===== src/rtl/text_buffer_ctrl.sv =====
// rtl/text_buffer_ctrl.sv - shadow/active text string buffer with arbitrated writers and frame-synchronous commit
// Optional feature macro: TEXT_BLINK_EN (frame-counted colour blink)
module text_buffer_ctrl #(
  parameter int          L            = 10,
  parameter int          IW           = 6,
  parameter logic [7:0]  BLANK        = 8'd32,
  parameter int          BLINK_FRAMES = 30
) (
  input  logic            clk,
  input  logic            rst_n,
  input  logic            frame_stb,
  input  logic            req0_valid,
  input  logic [IW-1:0]   req0_idx,
  input  logic [7:0]      req0_code,
  output logic            req0_ready,
  input  logic            req1_valid,
  input  logic [IW-1:0]   req1_idx,
  input  logic [7:0]      req1_code,
  output logic            req1_ready,
  input  logic            cfg_valid,
  input  logic [9:0]      cfg_pos_x,
  input  logic [9:0]      cfg_pos_y,
  input  logic [2:0]      cfg_collor,
  input  logic            clear,
  input  logic            blink_on,
  output logic [8*L-1:0]  text_data,
  output logic [9:0]      pos_x,
  output logic [9:0]      pos_y,
  output logic [2:0]      collor,
  output logic            busy,
  output logic            pending,
  output logic            err_oob
);

  localparam logic [0:0]    S_IDLE  = 1'b0;
  localparam logic [0:0]    S_CLEAR = 1'b1;
  localparam logic [IW:0]   L_W     = (IW+1)'(L);
  localparam logic [IW-1:0] LAST    = IW'(L - 1);

  logic [0:0]    state;
  logic [IW-1:0] clr_idx;
  logic          rr_ptr;
  logic [7:0]    shadow [L];
  logic [7:0]    active [L];
  logic [9:0]    sh_x, sh_y;
  logic [2:0]    sh_col, act_col;

  logic          idle, clearing, clr_last, commit;
  logic          wr_en, wr_ok;
  logic [IW-1:0] wr_idx;
  logic [7:0]    wr_code;

  assign idle     = (state == S_IDLE);
  assign clearing = (state == S_CLEAR);
  assign clr_last = clearing && (clr_idx == LAST);

  // rr_ptr=1 means requester 1 has priority when both are valid.
  assign req0_ready = rst_n & idle & req0_valid & (~req1_valid | ~rr_ptr);
  assign req1_ready = rst_n & idle & req1_valid & (~req0_valid | rr_ptr);

  assign wr_en   = req0_ready | req1_ready;
  assign wr_idx  = req1_ready ? req1_idx  : req0_idx;
  assign wr_code = req1_ready ? req1_code : req0_code;
  assign wr_ok   = wr_en && ({1'b0, wr_idx} < L_W);
  assign commit  = frame_stb & idle & pending;

  assign busy = clearing;

  always_comb begin
    text_data = '0;
    for (int k = 0; k < L; k++) text_data[8*(L-1-k) +: 8] = active[k];
  end

  always_ff @(posedge clk or negedge rst_n) begin
    if (!rst_n) begin
      state   <= S_IDLE;
      clr_idx <= '0;
      rr_ptr  <= 1'b0;
      pending <= 1'b0;
      err_oob <= 1'b0;
      sh_x    <= '0;
      sh_y    <= '0;
      sh_col  <= 3'b111;
      pos_x   <= '0;
      pos_y   <= '0;
      act_col <= 3'b111;
      for (int k = 0; k < L; k++) begin
        shadow[k] <= BLANK;
        active[k] <= BLANK;
      end
    end else begin
      // Commit copies the pre-edge shadow, so a same-cycle write waits for the next strobe.
      if (commit) begin
        for (int k = 0; k < L; k++) active[k] <= shadow[k];
        pos_x   <= sh_x;
        pos_y   <= sh_y;
        act_col <= sh_col;
      end
      for (int k = 0; k < L; k++) begin
        if (wr_ok && wr_idx == IW'(k))
          shadow[k] <= wr_code;
        else if (clearing && clr_idx == IW'(k))
          shadow[k] <= BLANK;
      end
      if (wr_en) rr_ptr <= req0_ready;
      err_oob <= wr_en & ~wr_ok;
      if (cfg_valid) begin
        sh_x   <= cfg_pos_x;
        sh_y   <= cfg_pos_y;
        sh_col <= cfg_collor;
      end
      case (state)
        S_IDLE: if (clear) begin
          state   <= S_CLEAR;
          clr_idx <= '0;
        end
        default: if (clr_last) state <= S_IDLE;
                 else clr_idx <= clr_idx + 1'b1;
      endcase
      if (commit)
        pending <= wr_ok | cfg_valid;
      else if (wr_ok | cfg_valid | clr_last)
        pending <= 1'b1;
    end
  end

`ifdef TEXT_BLINK_EN
  localparam int CW = (BLINK_FRAMES > 1) ? $clog2(BLINK_FRAMES) : 1;
  logic [CW-1:0] frame_cnt;
  logic          phase;

  always_ff @(posedge clk or negedge rst_n) begin
    if (!rst_n) begin
      frame_cnt <= '0;
      phase     <= 1'b0;
    end else if (frame_stb) begin
      if (frame_cnt == CW'(BLINK_FRAMES - 1)) begin
        frame_cnt <= '0;
        phase     <= ~phase;
      end else begin
        frame_cnt <= frame_cnt + 1'b1;
      end
    end
  end

  assign collor = (blink_on & phase) ? 3'b000 : act_col;
`else
  logic unused_blink;
  assign unused_blink = blink_on ^ (BLINK_FRAMES == 0);
  assign collor       = act_col;
`endif

endmodule


===== config.mk =====
export PLATFORM = sky130hd
export DESIGN_NAME = text_buffer_ctrl
export DESIGN_NICKNAME = d
export VERILOG_FILES = /design/src/rtl/text_buffer_ctrl.sv
export SDC_FILE = /design/constraint.sdc
export NUM_CORES = 1
export LEC_CHECK = 0
export BUFFER_PORTS_ARGS = -buffer_cell sky130_fd_sc_hd__buf_2
export CORE_UTILIZATION = 35
export DETAILED_ROUTE_END_ITERATION = 16
export PLACE_DENSITY_LB_ADDON = 0.3
export RECOVER_POWER = 25
export REMOVE_ABC_BUFFERS = 1
export SLEW_MARGIN = 20
export SYNTH_ARGS = -nofsm -noshare
export SYNTH_HDL_FRONTEND = slang
export SYNTH_SLANG_ARGS = --single-unit

===== constraint.sdc =====
create_clock -name clk -period 1.7 [get_ports clk]
set_input_delay 0.255 -clock clk [delete_from_list [all_inputs] [get_ports clk]]
set_output_delay 0.255 -clock clk [all_outputs]
set_load 0.01 [all_outputs]

Word-level counts from Yosys, hierarchy flattened --
Index checks and enable logic that the tools add are counted.
Operators by class: add/sub/neg operators 1, $lt $le $gt $ge 1, equality and inequality tests 19, mux-type cells 30, bitwise logic cells 18, reduce and logical (&&, ||, !) cells 36
Operators by type and width (count):
- two-way mux 8 bit | 21
- equality test 6 x 3 -> 1 bit (second input constant) | 8
- equality test 6 x 2 -> 1 bit (second input constant) | 4
- equality test 6 x 4 -> 1 bit (second input constant) | 4
- two-way mux 6 bit | 4
- nonzero test 2 bit | 12
- logical AND 1 bit | 21
- equality test 6 x 1 -> 1 bit (second input constant) | 2
- logical NOT 6 bit | 2
- AND 1 bit | 8
- adder 6 x 1 -> 6 bit (second input constant) | 1
- < comparator 6 x 4 -> 1 bit (second input constant) | 1
- two-way mux 1 bit | 5
- NOT 1 bit | 5
- OR 1 bit | 5
- != test 2 bit (second input constant) | 1
- AND reduction 2 bit | 1
Storage, ports and cells: register bits 216, bits of input ports 59, output and inout port bits 108, logic and storage cells 136

Longest topological paths before layout --
Gate-level depths: netlist (run 1).
depth in word-level cells 11, gate-level depth with buffers 7, depth with buffers taken out 6

Least setup slack after synthesis (run 1) --
OpenSTA, ideal clock, no wires.
kind register to register, start reg state (netlist: busy), end reg shadow[18] in the netlist's numbering, library setup time 0.152 ns, arrival 1.667 ns, data required time 1.548 ns, path slack -0.120 ns, stages on the path, launching flop included 7, path buffers 2, clock period less this slack 1.820 ns, path through dfrtp_1 > nor2b_4 > nand3_4 > buf_2 > buf_6 > mux2i_1 > mux2i_1
Between the ends: longest elaborated chain between the ends 9, elaborated cells on any way between the ends 16, classes of those cells order compare: 1; eq/ne: 1; mux: 3; bitwise: 7; reduce/logical: 4
Ends and longest elaborated chain:
- start: declaration | RTL line 40 | logic [0:0] state;
- start signal: assignment | RTL line 76 | state <= S_IDLE;
- start signal: assignment | RTL line 114 | state <= S_CLEAR;
- start signal: assignment | RTL line 117 | default: if (clr_last) state <= S_IDLE;
- NOT 1 bit
- AND 1 bit | RTL line 58, 59
- AND 1 bit (2 in series) | RTL line 59 | assign req1_ready = rst_n & idle & req1_valid & (~req0_valid | rr_ptr);
- two-way mux 6 bit | RTL line 62 | assign wr_idx = req1_ready ? req1_idx : req0_idx;
- < comparator 6 x 4 -> 1 bit | RTL line 64 | assign wr_ok = wr_en && ({1'b0, wr_idx} < L_W);
- logical AND 1 bit | RTL line 64
- logical AND 1 bit | RTL line 100 | if (wr_ok && wr_idx == IW'(k))
- two-way mux 8 bit / nonzero test 2 bit (equally long branches)
- end signal: indexed assignment | RTL line 101 | shadow[k] <= wr_code;
- end: declaration | RTL line 43 | logic [7:0] shadow [L];
Parallel ways exist; a longest one is shown, timed or not. A chain may end at the register's enable or synchronous reset.

Final worst setup path (run 1) --
start reg state (netlist: busy), end out req0_ready
Between the ends: longest elaborated chain between the ends 4
Ends and longest elaborated chain:
- NOT 1 bit
- AND 1 bit (3 in series) | RTL line 58 | assign req0_ready = rst_n & idle & req0_valid & (~req1_valid | ~rr_ptr);
- end: declaration | RTL line 15 | output logic req0_ready,
No other way between the ends.

==> results of run 1 <==
[metrics by stage]
stage	hold slack, ns	util [%]	power [W]	setup WS, ns	setup TNS, ns
floorplan	-0.0406	-	0.0113	-2.50	-276.21
global placement	0.433	42.8	0.0138	-0.129	-7.80
detailed placement	0.433	42.8	0.0140	-0.175	-9.07
CTS	0.0493	48.9	0.0201	-0.179	-6.19
global route	0.183	50.9	0.0215	-0.247	-14.11
finish	0.183	50.9	0.0203	-0.165	-6.77
[kinds of logic (layout without fill, tap and decap cells)]
logic type               count (synthesis)  after routing  synth area share [%]
AO/OA/AOI/OAI                           37             37                  3.07
AND/OR/NAND/NOR                        143            143                  7.97
buffers and inverters                   25            330                  1.26
adder cells (fa/ha/maj)                  4              4                 0.562
multiplexers                           215            215                  25.9
flip-flops                             216            216                  61.0
XOR/XNOR                                 2              2                 0.197
[repair_timing]
| item | in CTS | in global routing |
|---|---|---|
| hold buffers | 29 | 1 |
| endpoints found under the hold margin | 54 | 2 |
| gates cloned | 0 | 6 |
| buffers inserted | 9 | 10 |
| setup endpoints to repair | 86 | 107 |
| pin swaps | 23 | 21 |
| gates resized for setup | 75 | 63 |
[sequential cells by signal, summed over array words and instances, names as in the netlist]
| name | cells |
|---|---|
| sh_x | 10 |
| clr_idx | 6 |
| shadow | 80 |
| rr_ptr | 1 |
| err_oob | 1 |
| sh_col | 3 |
| collor | 3 |
| text_data | 80 |
| pending | 1 |
| pos_y | 10 |
| sh_y | 10 |
| busy | 1 |
| pos_x | 10 |
[path summary, 6_finish.rpt]
kind                            endpoint          start  cells past startpoint
hold reg to reg            text_data[65]  text_data[65]                      1
hold / removal                   pending      cfg_valid                      3
setup / recovery              req0_ready           busy                      5
min in group asynchronous     shadow[37]          rst_n                      3
setup reg to reg              shadow[73]         rr_ptr                      8
max in group asynchronous  text_data[39]          rst_n                      4
[synth_stat cells, types with 5 or more instances]
library cell | n | area [µm²]
a21oi_1 | 11 | 55.1
a21oi_4 | 5 | 81.3
buf_2 | 9 | 45.0
clkbuf_1 | 6 | 22.5
dfrtp_1 | 190 | 4750
dfstp_2 | 26 | 683
mux2_2 | 127 | 1430
mux2i_1 | 88 | 881
nand2_1 | 89 | 334
nand3_1 | 8 | 40.0
nand4_1 | 5 | 31.3
nor2_1 | 10 | 37.5
nor4_1 | 6 | 37.5
o21ai_0 | 9 | 45.0
o21ai_2 | 5 | 43.8
[power by group through the flow]
stage | combinational [W] | sequential [W] | clock (W)
finish | 0.00649 | 0.00834 | 0.00548
global route | 0.00705 | 0.00862 | 0.00585
CTS | 0.00618 | 0.00834 | 0.00562
detailed placement | 0.00560 | 0.00836 | 0
global placement | 0.00548 | 0.00831 | 0
floorplan | 0.00264 | 0.00869 | 0
[layout make-up]
type / count / area [µm²] / share of cell area (%)
multi-input cells: 401 / 3810 / 29.8
flip-flops and latches: 216 / 5440 / 42.5
repair buffers: 282 / 2240 / 17.6
inverters: 5 / 23.8 / 0.186
clock inverters: 6 / 87.6 / 0.685
well taps: 330 / 413 / 3.23
clock buffers: 37 / 761 / 5.95
[worst max-delay path: cells and delay by family, from the launching register on]
kind / cells / cell delay, ns
AO/OA/AOI/OAI: 1 / 0.16
buffers and inverters: 2 / 0.27
flip-flops: 1 / 0.44
AND/OR/NAND/NOR: 2 / 0.21
[per-layer routing]
metal	vias to the layer above	GRT usage, %
met5	-	0
met4	0	4.29
met3	35	4.60
met2	200	27.2
met1	3114	25.4
li1	2863	-
==> impl_metrics.env, run 1 <==
export IMPL_via_count=6212
export IMPL_finalNonFillerCells=1277
export IMPL_rows=58
export IMPL_synthCells=642
export IMPL_cpPeakStageDelay_ns=0.44
export IMPL_drive_gt1_share_pct=56.3
export IMPL_numCtsBuffers=24
export IMPL_switching_power_w=0.00642
export IMPL_worstMarginPinSlew_ns=0.886
export IMPL_routed_wl_met3_um=1710
export IMPL_p_leak_nw=6.04
export IMPL_yosysSeqAreaShare_pct=61.0
export IMPL_relSlewSlack_pct=41.0
export IMPL_fp_dieH_um=162
export IMPL_crit_chain="nor2b_4 > buf_4 > nand2_1 > a21oi_2 > buf_6"
export IMPL_wl_met1_um=11000
export IMPL_post_drt_wl_per_cell_um=18.9
export IMPL_synth_flop_cell="dfrtp_1"
export IMPL_p_per_area_mw_per_mm2=1590
export IMPL_yosysUniqueCellTypes=44
export IMPL_power_frac_seq_pct=41.1
export IMPL_dp_cells=1180
export IMPL_end_kind="primary output"
export IMPL_cap_violations=0
export IMPL_sw_frac_of_total_pct=31.6
export IMPL_power_frac_clock_pct=27.0
export IMPL_mostFrequentLayoutCells="189 x dfrtp_1, 162 x buf_2, 127 x mux2_2, 80 x mux2i_1, 47 x nand2_1"
export IMPL_grt_max_degree=50
export IMPL_critical_path_max_fanout=3
export IMPL_grt_pass1_vias=6280
export IMPL_hpwl_um=15000
export IMPL_ant_nets=0
export IMPL_drt_pass1_iter_count=4
export IMPL_htreeDepth=1
export IMPL_wl_met2_um=11000
export IMPL_antenna_found_initial=0
export IMPL_finalWorstSetupSlack_ns=-0.165
export IMPL_finalHoldViolCount=0
export IMPL_synth_edf_count=0
export IMPL_crit_type="flip-flop to primary output"
export IMPL_outcome="complete, but fails checks"
export IMPL_crit_path_top_delay_cell="dfrtp_2"
export IMPL_skew_ns=0.0160
export IMPL_min_period_ns=1.87
export IMPL_clk_latency_ns=0.52
export IMPL_syn_area_mm2=0.00891
export IMPL_cp_arrival_ns=1.61
export IMPL_clk_path_buf_depth=3
export IMPL_syn2layout_area_growth_pct=43.4
export IMPL_ir_worst_vdd_mv=1.03
export IMPL_setup_worst_path_start_class="flip-flop"
export IMPL_fin_crit_sh_pct=110
export IMPL_antenna_cells=0
export IMPL_die_area_mm2=0.0261
export IMPL_grt_use_total_pct=17.9
export IMPL_hold_class="primary input to flip-flop"
export IMPL_drc=0
export IMPL_num_nets_final=993
export IMPL_cts_clk_slew_worst_paths_ns=0.07
export IMPL_grt_first_pass_wirelength_um=36300
export IMPL_cts_sinks=216
export IMPL_routed_wl_um=24100
export IMPL_fmax_mhz=536
export IMPL_synth_avg_cell_area_um2=13.9
export IMPL_drt_initial_drc_count=304
export IMPL_ios=167
export IMPL_rsz0062_at_grt="true"
export IMPL_final_common_cell="dfrtp_1"
export IMPL_start_util_pct=35.5
export IMPL_root_buffer="clkbuf_16"
export IMPL_coreArea_mm2=0.0251
export IMPL_async_flop_share_pct=100
export IMPL_viasPerCell=4.86
export IMPL_violations="setup timing"
export IMPL_setup_violations=79
export IMPL_final_max_slew_viol_count=0
export IMPL_n_fill_cell=2183
export IMPL_io_buffers=165
export IMPL_p_int_w=0.0139
export IMPL_required_ns=1.44
export IMPL_cts_tree="done"
export IMPL_ys_ff_latch=216
export IMPL_die_x_um=162
export IMPL_overflow=0
export IMPL_finalWeightedCongestion=0.901
export IMPL_yosys_warnings=0
export IMPL_r2r_setup_slack_ns=-0.14
export IMPL_placed_cell_area_mm2=0.0108
export IMPL_highest_layer="met4"
export IMPL_final_area_mm2=0.0128
export IMPL_combPwrFrac_pct=31.9
Power figures use the tool's default switching activity.
==> run 2: changes to the inputs <==
--- a/config.mk
+++ b/config.mk
@@ -10,7 +10,6 @@
 export DETAILED_ROUTE_END_ITERATION = 16
 export PLACE_DENSITY_LB_ADDON = 0.3
 export RECOVER_POWER = 25
-export REMOVE_ABC_BUFFERS = 1
 export SLEW_MARGIN = 20
 export SYNTH_ARGS = -nofsm -noshare
 export SYNTH_HDL_FRONTEND = slang
==> run 2 against run 1 <==
The flow finishes with violations (DRC, setup timing). Routed wire length fell by 8.5%. Final cell count fell by 1.2%. Die area did not move. Global-route usage fell by 0.91 points. Clock-buffer cell count rose by 2. Hold slack improved by 0.038 ns. First-iteration DRC count fell by 6.3%. Highest routed layer unchanged. Largest cell class unchanged. Total power fell by 3.4%. Register-to-register slack improved by 0.03 ns.
==> impl_metrics.env, run 2 (synthesis results as in run 1) <==
export IMPL_hpwl_um=14700
export IMPL_final_common_cell="dfrtp_1"
export IMPL_multi_input_comb_area_mm2=0.00362
export IMPL_overflow=0
export IMPL_final_max_slew_viol_count=0
export IMPL_root_buffer="clkbuf_16"
export IMPL_power_frac_seq_pct=42.4
export IMPL_path_buf_inv=3
export IMPL_n_fill_cell=2261
export IMPL_clk_path_buf_depth=3
export IMPL_rows=58
export IMPL_via_count=6077
export IMPL_cts_clk_slew_worst_paths_ns=0.06
export IMPL_crit_path_top_delay_cell="dfrtp_2"
export IMPL_clk_latency_ns=0.51
export IMPL_finalWorstSetupSlack_ns=-0.119
export IMPL_setup_worst_path_start_class="flip-flop"
export IMPL_drt_pass1_iter_count=10
export IMPL_finalNonFillerCells=1262
export IMPL_drt_initial_drc_count=285
export IMPL_outcome="complete, but fails checks"
export IMPL_finalWeightedCongestion=0.862
export IMPL_grt_max_degree=113
export IMPL_start_util_pct=35.5
export IMPL_cpLargestDelayFamily="flip-flops"
export IMPL_cpPeakStageDelay_ns=0.44
export IMPL_required_ns=1.44
export IMPL_regArea_mm2=0.00544
export IMPL_die_area_mm2=0.0261
export IMPL_relSlewSlack_pct=55.8
export IMPL_hold_path_startpoint="req1_code[3]"
export IMPL_holdPathStages=4
export IMPL_rr_endpoint="shadow[74]"
export IMPL_num_nets_final=977
export IMPL_end_kind="primary output"
export IMPL_cp_arrival_ns=1.56
export IMPL_timing_rr_start="busy"
export IMPL_min_to="shadow[59]"
export IMPL_violations="DRC, setup timing"
export IMPL_drive_gt1_share_pct=50.5
export IMPL_combPwrFrac_pct=30.0
export IMPL_ant_nets=0
export IMPL_dp_cells=1179
export IMPL_synth_nets=705
export IMPL_grt_busiest_layer="met2"
export IMPL_ios=167
export IMPL_path_common_cell="buf_6"
export IMPL_crit_chain="nor2b_4 > nand3_4 > inv_6 > buf_6 > buf_6"
export IMPL_crit_type="flip-flop to primary output"
export IMPL_mostFrequentLayoutCells="189 x dfrtp_1, 163 x buf_2, 127 x mux2_2, 82 x nand2_1, 80 x mux2i_1"
export IMPL_sw_frac_of_total_pct=30.8
export IMPL_switching_power_w=0.00605
export IMPL_r2r_setup_slack_ns=-0.11
export IMPL_coreArea_mm2=0.0251
export IMPL_io_buffers=165
export IMPL_power_frac_clock_pct=27.7
export IMPL_ir_worst_vdd_mv=0.949
export IMPL_min_period_ns=1.82
export IMPL_cts_sinks=216
export IMPL_cts_tree="done"
export IMPL_fin_hold_ws_ns=0.221
export IMPL_worstMarginPinSlew_ns=0.663
export IMPL_fin_setup_tns_ns=-6.24
export IMPL_setup_violations=83
export IMPL_grt_pass1_vias=6268
export IMPL_viasPerCell=4.82
export IMPL_post_drt_wl_per_cell_um=17.5
export IMPL_grt_use_met3_pct=5.39
export IMPL_numCtsBuffers=25
export IMPL_r2r_cells=8
export IMPL_critical_path_max_fanout=7
export IMPL_cap_violations=0
export IMPL_fp_dieH_um=162
export IMPL_syn2layout_area_growth_pct=38.4
export IMPL_drc=1
export IMPL_grt_first_pass_wirelength_um=34600
export IMPL_fin_crit_sh_pct=107
export IMPL_grt_use_total_pct=17.0
export IMPL_fmax_mhz=550
export IMPL_antenna_found_initial=0
export IMPL_gr_usage_met2_pct=26.2
export IMPL_grtUsageMet1_pct=23.0
export IMPL_rsz0062_at_grt="true"
export IMPL_finalHoldViolCount=0
export IMPL_htreeDepth=1
export IMPL_routed_wl_um=22100
export IMPL_antenna_cells=0
export IMPL_die_x_um=162
export IMPL_p_leak_nw=5.89
export IMPL_skew_ns=0.00596
export IMPL_p_per_area_mw_per_mm2=1590
export IMPL_hold_class="primary input to flip-flop"
export IMPL_p_int_w=0.0136
## run 2: metrics by stage
step / power (W) / setup WS (ns) / util (%) / instance area, µm²
after floorplan: 0.0113 / -0.0205 / - / 8960
after global placement: 0.0139 / -0.110 / 43.1 / 10800
after detailed placement: 0.0141 / -0.162 / 43.1 / 10800
after CTS: 0.0198 / -0.132 / 48.7 / 12200
after global routing: 0.0208 / -0.203 / 49.1 / 12300
final: 0.0196 / -0.119 / 49.1 / 12300
## run 2: final cells by class
class / count / area share (%)
multi-input combinational: 401 / 29.4
clock buffer: 39 / 5.90
sequential: 216 / 44.1
tap: 330 / 3.35
inverter: 5 / 0.193
timing repair buffer: 265 / 16.2
clock inverter: 6 / 0.903
## run 2: power by group through the flow
stage	Sequential (W)	Combinational, W	Clock [W]
finish	0.00831	0.00588	0.00543
global route	0.00856	0.00645	0.00579
CTS	0.00833	0.00587	0.00559
detailed placement	0.00839	0.00568	0
global placement	0.00834	0.00555	0
floorplan	0.00869	0.00261	0
## run 2: what timing repair did
action,in CTS,in global routing
buffers inserted,9,4
setup endpoints to repair,85,118
gates cloned,0,1
pin swaps,9,8
endpoints found under the hold margin,72,0
resized for setup,35,19
hold buffers,25,0
## run 2: worst reg2reg max path, stage by stage (launching register included)
cell	delay (ns)
dfrtp_2	0.44
nor2b_4	0.18
nand3_4	0.12
buf_4	0.16
buf_4	0.14
buf_12	0.15
mux2i_4	0.21
buf_12	0.18
mux2i_1	0.09
## run 2: worst max-delay path by stage
stage | startpoint | end | slack (ns) | depth (start not counted)
final | busy | req1_ready | -0.12 | 5
after detailed placement | rr_ptr | shadow[74] | -0.16 | 7
after floorplan | rr_ptr | shadow[77] | -0.02 | 6
after CTS | busy | req1_ready | -0.13 | 5
after global placement | req0_idx[5] | shadow[37] | -0.11 | 7
after global routing | busy | req1_ready | -0.20 | 5
## run 2: routing by layer
layer / wire [µm] / vias to the layer above / share of wire, %
met4: 422 / 0 / 1.9
li1: - / 2827 / -
met2: 9860 / 173 / 45
met3: 1770 / 30 / 8.0
met1: 10000 / 3047 / 45
met5: 0 / - / 0
